===== src/rtl/if_fetcher_pkg.sv =====
// Shared widths and FSM encoding for the instruction fetcher.
package if_fetcher_pkg;

    localparam int addrWidth    = 32;
    localparam int instWidth    = 32;
    localparam int memDataWidth = 8;

    // Two-bit state encoding of the fetch FSM
    typedef enum logic [1:0] {
        IF_IDLE  = 2'b00,
        IF_ISSUE = 2'b01,
        IF_WAIT  = 2'b10,
        IF_HOLD  = 2'b11
    } fetchState_e;

endpackage


===== src/rtl/if_fetcher_if.sv =====
// Bundle of PC-unit, byte-wide memory port and IF/ID signals around the fetcher.
interface if_fetcher_if
    import if_fetcher_pkg::*;
#(
    parameter int ADDR_WIDTH     = addrWidth,
    parameter int INST_WIDTH     = instWidth,
    parameter int MEM_DATA_WIDTH = memDataWidth
) ();

    logic [ADDR_WIDTH-1:0]     PC;
    logic                      PC_stall;
    logic                      mem_req;
    logic [ADDR_WIDTH-1:0]     mem_addr;
    logic                      mem_gnt;
    logic                      mem_rvalid;
    logic [MEM_DATA_WIDTH-1:0] mem_rdata;
    logic [INST_WIDTH-1:0]     inst;
    logic [ADDR_WIDTH-1:0]     inst_pc;
    logic                      inst_valid;
    logic                      id_stall;
    logic                      flush;

    modport master (
        input  PC,
        output PC_stall,
        output mem_req,
        output mem_addr,
        input  mem_gnt,
        input  mem_rvalid,
        input  mem_rdata,
        output inst,
        output inst_pc,
        output inst_valid,
        input  id_stall,
        input  flush
    );

    modport slave (
        output PC,
        input  PC_stall,
        input  mem_req,
        input  mem_addr,
        output mem_gnt,
        output mem_rvalid,
        output mem_rdata,
        input  inst,
        input  inst_pc,
        input  inst_valid,
        output id_stall,
        output flush
    );

endinterface


===== src/rtl/if_fetcher.sv =====
// Instruction fetcher: assembles one 32-bit instruction from four byte reads
// per PC value and holds the PC until decode accepts the instruction.
module if_fetcher
    import if_fetcher_pkg::*;
#(
    parameter int ADDR_WIDTH     = addrWidth,
    parameter int INST_WIDTH     = instWidth,
    // INST_WIDTH must be exactly four lanes of MEM_DATA_WIDTH
    parameter int MEM_DATA_WIDTH = memDataWidth
) (
    input  logic         clk,
    input  logic         rst,
    if_fetcher_if.master bus
);

    fetchState_e             state_q,   state_d;
    logic [1:0]              byteCnt_q, byteCnt_d;
    // Only the word address is kept; the byte offset comes from byteCnt
    logic [ADDR_WIDTH-3:0]   fetchPc_q, fetchPc_d;
    logic [INST_WIDTH-1:0]   inst_q,    inst_d;
    logic [ADDR_WIDTH-1:0]   instPc_q,  instPc_d;
    // Set when a flushed request still has a response in flight
    logic                    drain_q,   drain_d;

    // State and datapath registers with synchronous reset
    always_ff @(posedge clk) begin
        if (rst) begin
            state_q   <= IF_IDLE;
            byteCnt_q <= '0;
            fetchPc_q <= '0;
            inst_q    <= '0;
            instPc_q  <= '0;
            drain_q   <= 1'b0;
        end else begin
            state_q   <= state_d;
            byteCnt_q <= byteCnt_d;
            fetchPc_q <= fetchPc_d;
            inst_q    <= inst_d;
            instPc_q  <= instPc_d;
            drain_q   <= drain_d;
        end
    end

    // Next-state logic: request sequencing, byte assembly and flush draining
    always_comb begin
        state_d   = state_q;
        byteCnt_d = byteCnt_q;
        fetchPc_d = fetchPc_q;
        inst_d    = inst_q;
        instPc_d  = instPc_q;
        drain_d   = drain_q;

        case (state_q)
            IF_IDLE: begin
                fetchPc_d = bus.PC[ADDR_WIDTH-1:2];
                byteCnt_d = 2'd0;
                drain_d   = 1'b0;
                state_d   = bus.flush ? IF_IDLE : IF_ISSUE;
            end
            IF_ISSUE: begin
                if (bus.mem_gnt) begin
                    state_d = IF_WAIT;
                    if (bus.flush) begin
                        drain_d = 1'b1;
                    end
                end else if (bus.flush) begin
                    state_d = IF_IDLE;
                end
            end
            IF_WAIT: begin
                if (bus.mem_rvalid) begin
                    if (drain_q || bus.flush) begin
                        drain_d = 1'b0;
                        state_d = IF_IDLE;
                    end else begin
                        inst_d[byteCnt_q*MEM_DATA_WIDTH +: MEM_DATA_WIDTH] = bus.mem_rdata;
                        if (byteCnt_q == 2'd3) begin
                            instPc_d = {fetchPc_q, 2'b00};
                            state_d  = IF_HOLD;
                        end else begin
                            byteCnt_d = byteCnt_q + 2'd1;
                            state_d   = IF_ISSUE;
                        end
                    end
                end else if (bus.flush) begin
                    drain_d = 1'b1;
                end
            end
            IF_HOLD: begin
                if (bus.flush || !bus.id_stall) begin
                    state_d = IF_IDLE;
                end
            end
            default: begin
                state_d = IF_IDLE;
            end
        endcase
    end

    // A flush in HOLD suppresses the handoff, so the PC never advances for it
    assign bus.PC_stall   = ~((state_q == IF_HOLD) && !bus.id_stall && !bus.flush);
    assign bus.mem_req    = (state_q == IF_ISSUE);
    assign bus.mem_addr   = (state_q == IF_ISSUE) ? {fetchPc_q, byteCnt_q} : '0;
    assign bus.inst       = inst_q;
    assign bus.inst_pc    = instPc_q;
    assign bus.inst_valid = (state_q == IF_HOLD);

endmodule


===== src/flat_wrapper.sv =====
// flat-port wrapper written by rule: the top's interface ports become plain ports
module if_fetcher_flat import if_fetcher_pkg::*;
#(
    parameter int ADDR_WIDTH     = addrWidth,
    parameter int INST_WIDTH     = instWidth,
                                                              
    parameter int MEM_DATA_WIDTH = memDataWidth
)
  (clk, rst, bus_PC, bus_PC_stall, bus_mem_req, bus_mem_addr, bus_mem_gnt, bus_mem_rvalid, bus_mem_rdata, bus_inst, bus_inst_pc, bus_inst_valid, bus_id_stall, bus_flush);
  if_fetcher_if #(.ADDR_WIDTH(ADDR_WIDTH), .INST_WIDTH(INST_WIDTH), .MEM_DATA_WIDTH(MEM_DATA_WIDTH)) bus_i ();
  input  logic clk;
  input  logic rst;
  input wire logic [$bits(bus_i.PC)-1:0] bus_PC;
  output wire logic [$bits(bus_i.PC_stall)-1:0] bus_PC_stall;
  output wire logic [$bits(bus_i.mem_req)-1:0] bus_mem_req;
  output wire logic [$bits(bus_i.mem_addr)-1:0] bus_mem_addr;
  input wire logic [$bits(bus_i.mem_gnt)-1:0] bus_mem_gnt;
  input wire logic [$bits(bus_i.mem_rvalid)-1:0] bus_mem_rvalid;
  input wire logic [$bits(bus_i.mem_rdata)-1:0] bus_mem_rdata;
  output wire logic [$bits(bus_i.inst)-1:0] bus_inst;
  output wire logic [$bits(bus_i.inst_pc)-1:0] bus_inst_pc;
  output wire logic [$bits(bus_i.inst_valid)-1:0] bus_inst_valid;
  input wire logic [$bits(bus_i.id_stall)-1:0] bus_id_stall;
  input wire logic [$bits(bus_i.flush)-1:0] bus_flush;
  assign bus_i.PC = bus_PC;
  assign bus_PC_stall = bus_i.PC_stall;
  assign bus_mem_req = bus_i.mem_req;
  assign bus_mem_addr = bus_i.mem_addr;
  assign bus_i.mem_gnt = bus_mem_gnt;
  assign bus_i.mem_rvalid = bus_mem_rvalid;
  assign bus_i.mem_rdata = bus_mem_rdata;
  assign bus_inst = bus_i.inst;
  assign bus_inst_pc = bus_i.inst_pc;
  assign bus_inst_valid = bus_i.inst_valid;
  assign bus_i.id_stall = bus_id_stall;
  assign bus_i.flush = bus_flush;
  if_fetcher #(.ADDR_WIDTH(ADDR_WIDTH), .INST_WIDTH(INST_WIDTH), .MEM_DATA_WIDTH(MEM_DATA_WIDTH)) u_core (.clk(clk), .rst(rst), .bus(bus_i));
endmodule

===== config.mk =====
export PLATFORM = sky130hd
export DESIGN_NAME = if_fetcher_flat
export DESIGN_NICKNAME = d
export VERILOG_FILES = /design/src/rtl/if_fetcher_pkg.sv /design/src/rtl/if_fetcher_if.sv /design/src/rtl/if_fetcher.sv /design/src/flat_wrapper.sv
export SDC_FILE = /design/constraint.sdc
export NUM_CORES = 1
export LEC_CHECK = 0
export ABC_AREA = 1
export CORE_ASPECT_RATIO = 0.5
export CORE_MARGIN = 1.5
export CORE_UTILIZATION = 49
export CTS_BUF_LIST = sky130_fd_sc_hd__clkbuf_16
export CTS_CLUSTER_SIZE = 8
export DETAILED_ROUTE_END_ITERATION = 8
export GPL_TIMING_DRIVEN = 0
export PLACE_DENSITY_LB_ADDON = 0.05
export SYNTH_ARGS = -nofsm -noshare
export SYNTH_HDL_FRONTEND = slang
export SYNTH_SLANG_ARGS = --single-unit

===== constraint.sdc =====
create_clock -name clk -period 5.05 [get_ports clk]
set_clock_uncertainty 0.2 [all_clocks]
set_input_delay 1.2625 -clock clk [delete_from_list [all_inputs] [get_ports clk]]
set_output_delay 1.2625 -clock clk [all_outputs]
set_load 0.1 [all_outputs]

==> tab_implementation.tex <==
\begin{tabular}{lr}
\hline
Metric & Value \\
\hline
\multicolumn{2}{l}{\textbf{Worst hold path}} \\
Worst min path class & reg -> reg \\
Hold depth & 2 \\
\multicolumn{2}{l}{\textbf{Route}} \\
Number of DRC violations after detailed-routing iteration 0 & 232 \\
Vias & 4443 \\
Post-DRT Antenna Nets & 0 \\
Remaining DRCs & 0 \\
Per-cell routed wire length & 12.9 µm \\
Router iterations before antenna repair & 5 \\
Total Wirelength & 11.8 mm \\
Post-detailed-route via-to-cell ratio & 4.86 \\
\multicolumn{2}{l}{\textbf{Place}} \\
Pre-CTS worst setup slack & 0.547 ns \\
Port buffer count & 140 \\
HPWL after DPL & 8.38 mm \\
Routability congestion estimate & 0.857 \\
\multicolumn{2}{l}{\textbf{Timing}} \\
Final count of negative-setup-slack endpoints & 0 \\
RSZ-0062 raised after global routing & no \\
Max-slew violation count & 0 \\
Sum Neg Setup Slack & 0 ns \\
Max-Slew Margin vs Limit & 0.312 \\
Slack of the critical path & 0.445 ns \\
Maximum clock frequency & 0.217 GHz \\
Final critical-path required period & 4.61 ns \\
Crit share post-route & 0.912 \\
Transition time at the pin with the least slew margin & 1.03 ns \\
Hold Worst Slack & 0.294 ns \\
Number of hold violations in the final report & 0 \\
\multicolumn{2}{l}{\textbf{Global routing}} \\
Global route total overflow & 0 \\
Global-route usage over all layers & 0.255 \\
Maximum number of pins on one net before global-route repair & 17 \\
Vias in the first global route & 4131 \\
Global-route wire length before repair & 19.1 mm \\
Number of antenna violations at the first check in global routing & 0 \\
\multicolumn{2}{l}{\textbf{Synth}} \\
Portion of the post-synthesis area used by sequential elements & 0.452 \\
Biggest area consumer among synthesized cells & dfxtp\_1 \\
Netlist cell types & 20 \\
Number of storage elements in the synthesis netlist & 97 \\
Mapped Cells & 646 \\
Mean instance size in the synthesized netlist & 6.65 µm² \\
Top cells by area, synth & dfxtp\_1, nor2\_1, nand2\_1 \\
Cell Area, Synth & 4290 µm² \\
Share of the synthesized area in the top cell type & 0.452 \\
Yosys warning count & 0 \\
\multicolumn{2}{l}{\textbf{Floorplanning}} \\
Cell Rows & 23 \\
Effective utilization at floorplan & 0.520 \\
Die X & 135 µm \\
Overall die area & 9370 µm² \\
Die height & 69.2 µm \\
Top-level port count & 145 \\
Floorplan Core Area & 8260 µm² \\
\multicolumn{2}{l}{\textbf{Pwr}} \\
Ratio of total power to cell area & 316 nW/µm² \\
Max rail drop VDD & 0.200 mV \\
Cell leakage power & 2.88 nW \\
\multicolumn{2}{l}{\textbf{Layout}} \\
Most common library cell in the layout ignoring fill and taps & nor2\_1 \\
Footprint of the multi-input gates & 1950 µm² \\
Count of fill cells added during filler insertion & 686 \\
Nets & 854 \\
Most frequent cells in the layout & nor2\_1, nand2\_1, clkdlybuf4s50\_1, dfxtp\_1, o21ai\_0 \\
Share of post-route cells with drive strength above 1 & 0.0411 \\
Antenna diode instance count & 0 \\
Sequential cell area & 1940 µm² \\
Relative area change from synthesis to final layout & 44.5\% \\
\multicolumn{2}{l}{\textbf{Setup path}} \\
Kind of start point of the critical path & flop \\
Worst path max stage delay & 1.13 ns \\
Critical Path Sink Type & output pin \\
Crit path DAT & 3.14 ns \\
Critical path fanouts, max & 10 \\
Worst path slowest cell & clkdlybuf4s50\_1 \\
CP cell instances & inv\_1, ha\_1, clkbuf\_1, clkbuf\_1, nand2\_1, inv\_1, clkdlybuf4s50\_1 \\
Required time of the critical path & 3.59 ns \\
Crit path depth & 7 \\
Cell family contributing the most delay on the critical path & buffers and inverters \\
Kind of critical path & reg -> out \\
Depth of the worst register-to-register path & 9 \\
Buffers plus inverters on the worst setup path & 5 \\
\multicolumn{2}{l}{\textbf{CTS}} \\
Number of buffers inserted to repair setup after CTS & 0 \\
Cts-stage hold buffer count & 0 \\
Clock-pin transition on the worst setup and hold timing paths & 0.06 ns \\
H-tree Lvls & 3 \\
Latest clock arrival within the worst-skew pair & 0.34 ns \\
CTS tree & built \\
CTS Buf Count & 9 \\
Clk Tree Root Cell & clkbuf\_16 \\
Resize count post-CTS & 0 \\
Number of buffers on the longest clock path & 2 \\
Clk sink count & 97 \\
\multicolumn{2}{l}{\textbf{Run status}} \\
Status & finished, final reports clean \\
\multicolumn{2}{l}{\textbf{Flow run}} \\
Number of max-cap violations & 0 \\
\hline
\end{tabular}
[routing by layer]
metal / wire, µm / GRT usage / share of wire
met1: 5160 / 0.314 / 0.44
met3: 1030 / 0.0848 / 0.087
met5: 0 / 0 / 0
met2: 5440 / 0.425 / 0.46
met4: 150 / 0.0789 / 0.013
[cells by family after synthesis]
kind of cell | after synthesis | share of synthesized area
AO/OA/AOI/OAI | 83 | 0.0973
adder cells (fa/ha/maj) | 10 | 0.0291
buffers and inverters | 103 | 0.0953
flip-flops | 97 | 0.452
other | 1 | 0.000874
AND/OR/NAND/NOR | 352 | 0.325
[worst paths after layout]
kind / startpoint / end / slack (ns)
setup / recovery: u_core.state_q[1] / bus_mem_addr[29] / 0.44
hold reg to reg: u_core.bus.inst[29] / u_core.bus.inst[29] / 0.29
setup reg to reg: u_core.byteCnt_q[0] / u_core.bus.inst[17] / 2.67
hold / removal: u_core.bus.inst[29] / u_core.bus.inst[29] / 0.29
[per-stage QoR]
step / cell area (µm²) / util / std cells / power (W)
after floorplan: 4300 / - / 647 / 0.00104
after global placement: 5840 / 0.707 / 899 / 0.00114
after detailed placement: 5840 / 0.707 / 899 / 0.00115
after CTS: 6200 / 0.751 / 914 / 0.00197
after global routing: 6200 / 0.751 / 914 / 0.00203
final: 6200 / 0.751 / 914 / 0.00196
[tightest hold or removal path, stage by stage, from the launching register on]
cell	delay [ns]
dfxtp_1	0.33
nand2_1	0.07
a21oi_1	0.05
[synth_stat cells]
library cell,n
a21boi_0,1
inv_1,68
nand2_1,152
nor2_2,3
clkbuf_1,23
buf_4,4
a21oi_1,5
nor3_1,2
nor2_1,173
nor2_4,1
buf_2,6
ha_1,10
nand3_1,12
o21ai_0,77
dfxtp_1,97
nand4_1,7
conb_1,1
nand2_4,1
nor2_8,1
inv_2,2
[power by group]
part | internal (W) | total (W) | switching, W
clock | 0.000536 | 0.000832 | 0.000296
combinational | 0.0000941 | 0.000313 | 0.000219
sequential | 0.000795 | 0.000818 | 0.0000227
total | 0.00142 | 0.00196 | 0.000538
[flip-flops by register name, indices dropped and copies added (netlist names)]
register,flops
u_core.byteCnt_q,2
u_core.drain_q,1
u_core.bus.inst_pc,30
u_core.bus.inst,32
u_core.state_q,2
u_core.fetchPc_q,30
[layout make-up]
class / count / area share
clock buffer: 9 / 0.0363
clock inverter: 6 / 0.0226
buffer: 33 / 0.0236
tap: 112 / 0.0226
multi-input combinational: 447 / 0.314
timing repair buffer: 140 / 0.226
sequential: 97 / 0.313
inverter: 70 / 0.0424
Power figures use the tool's default switching activity.
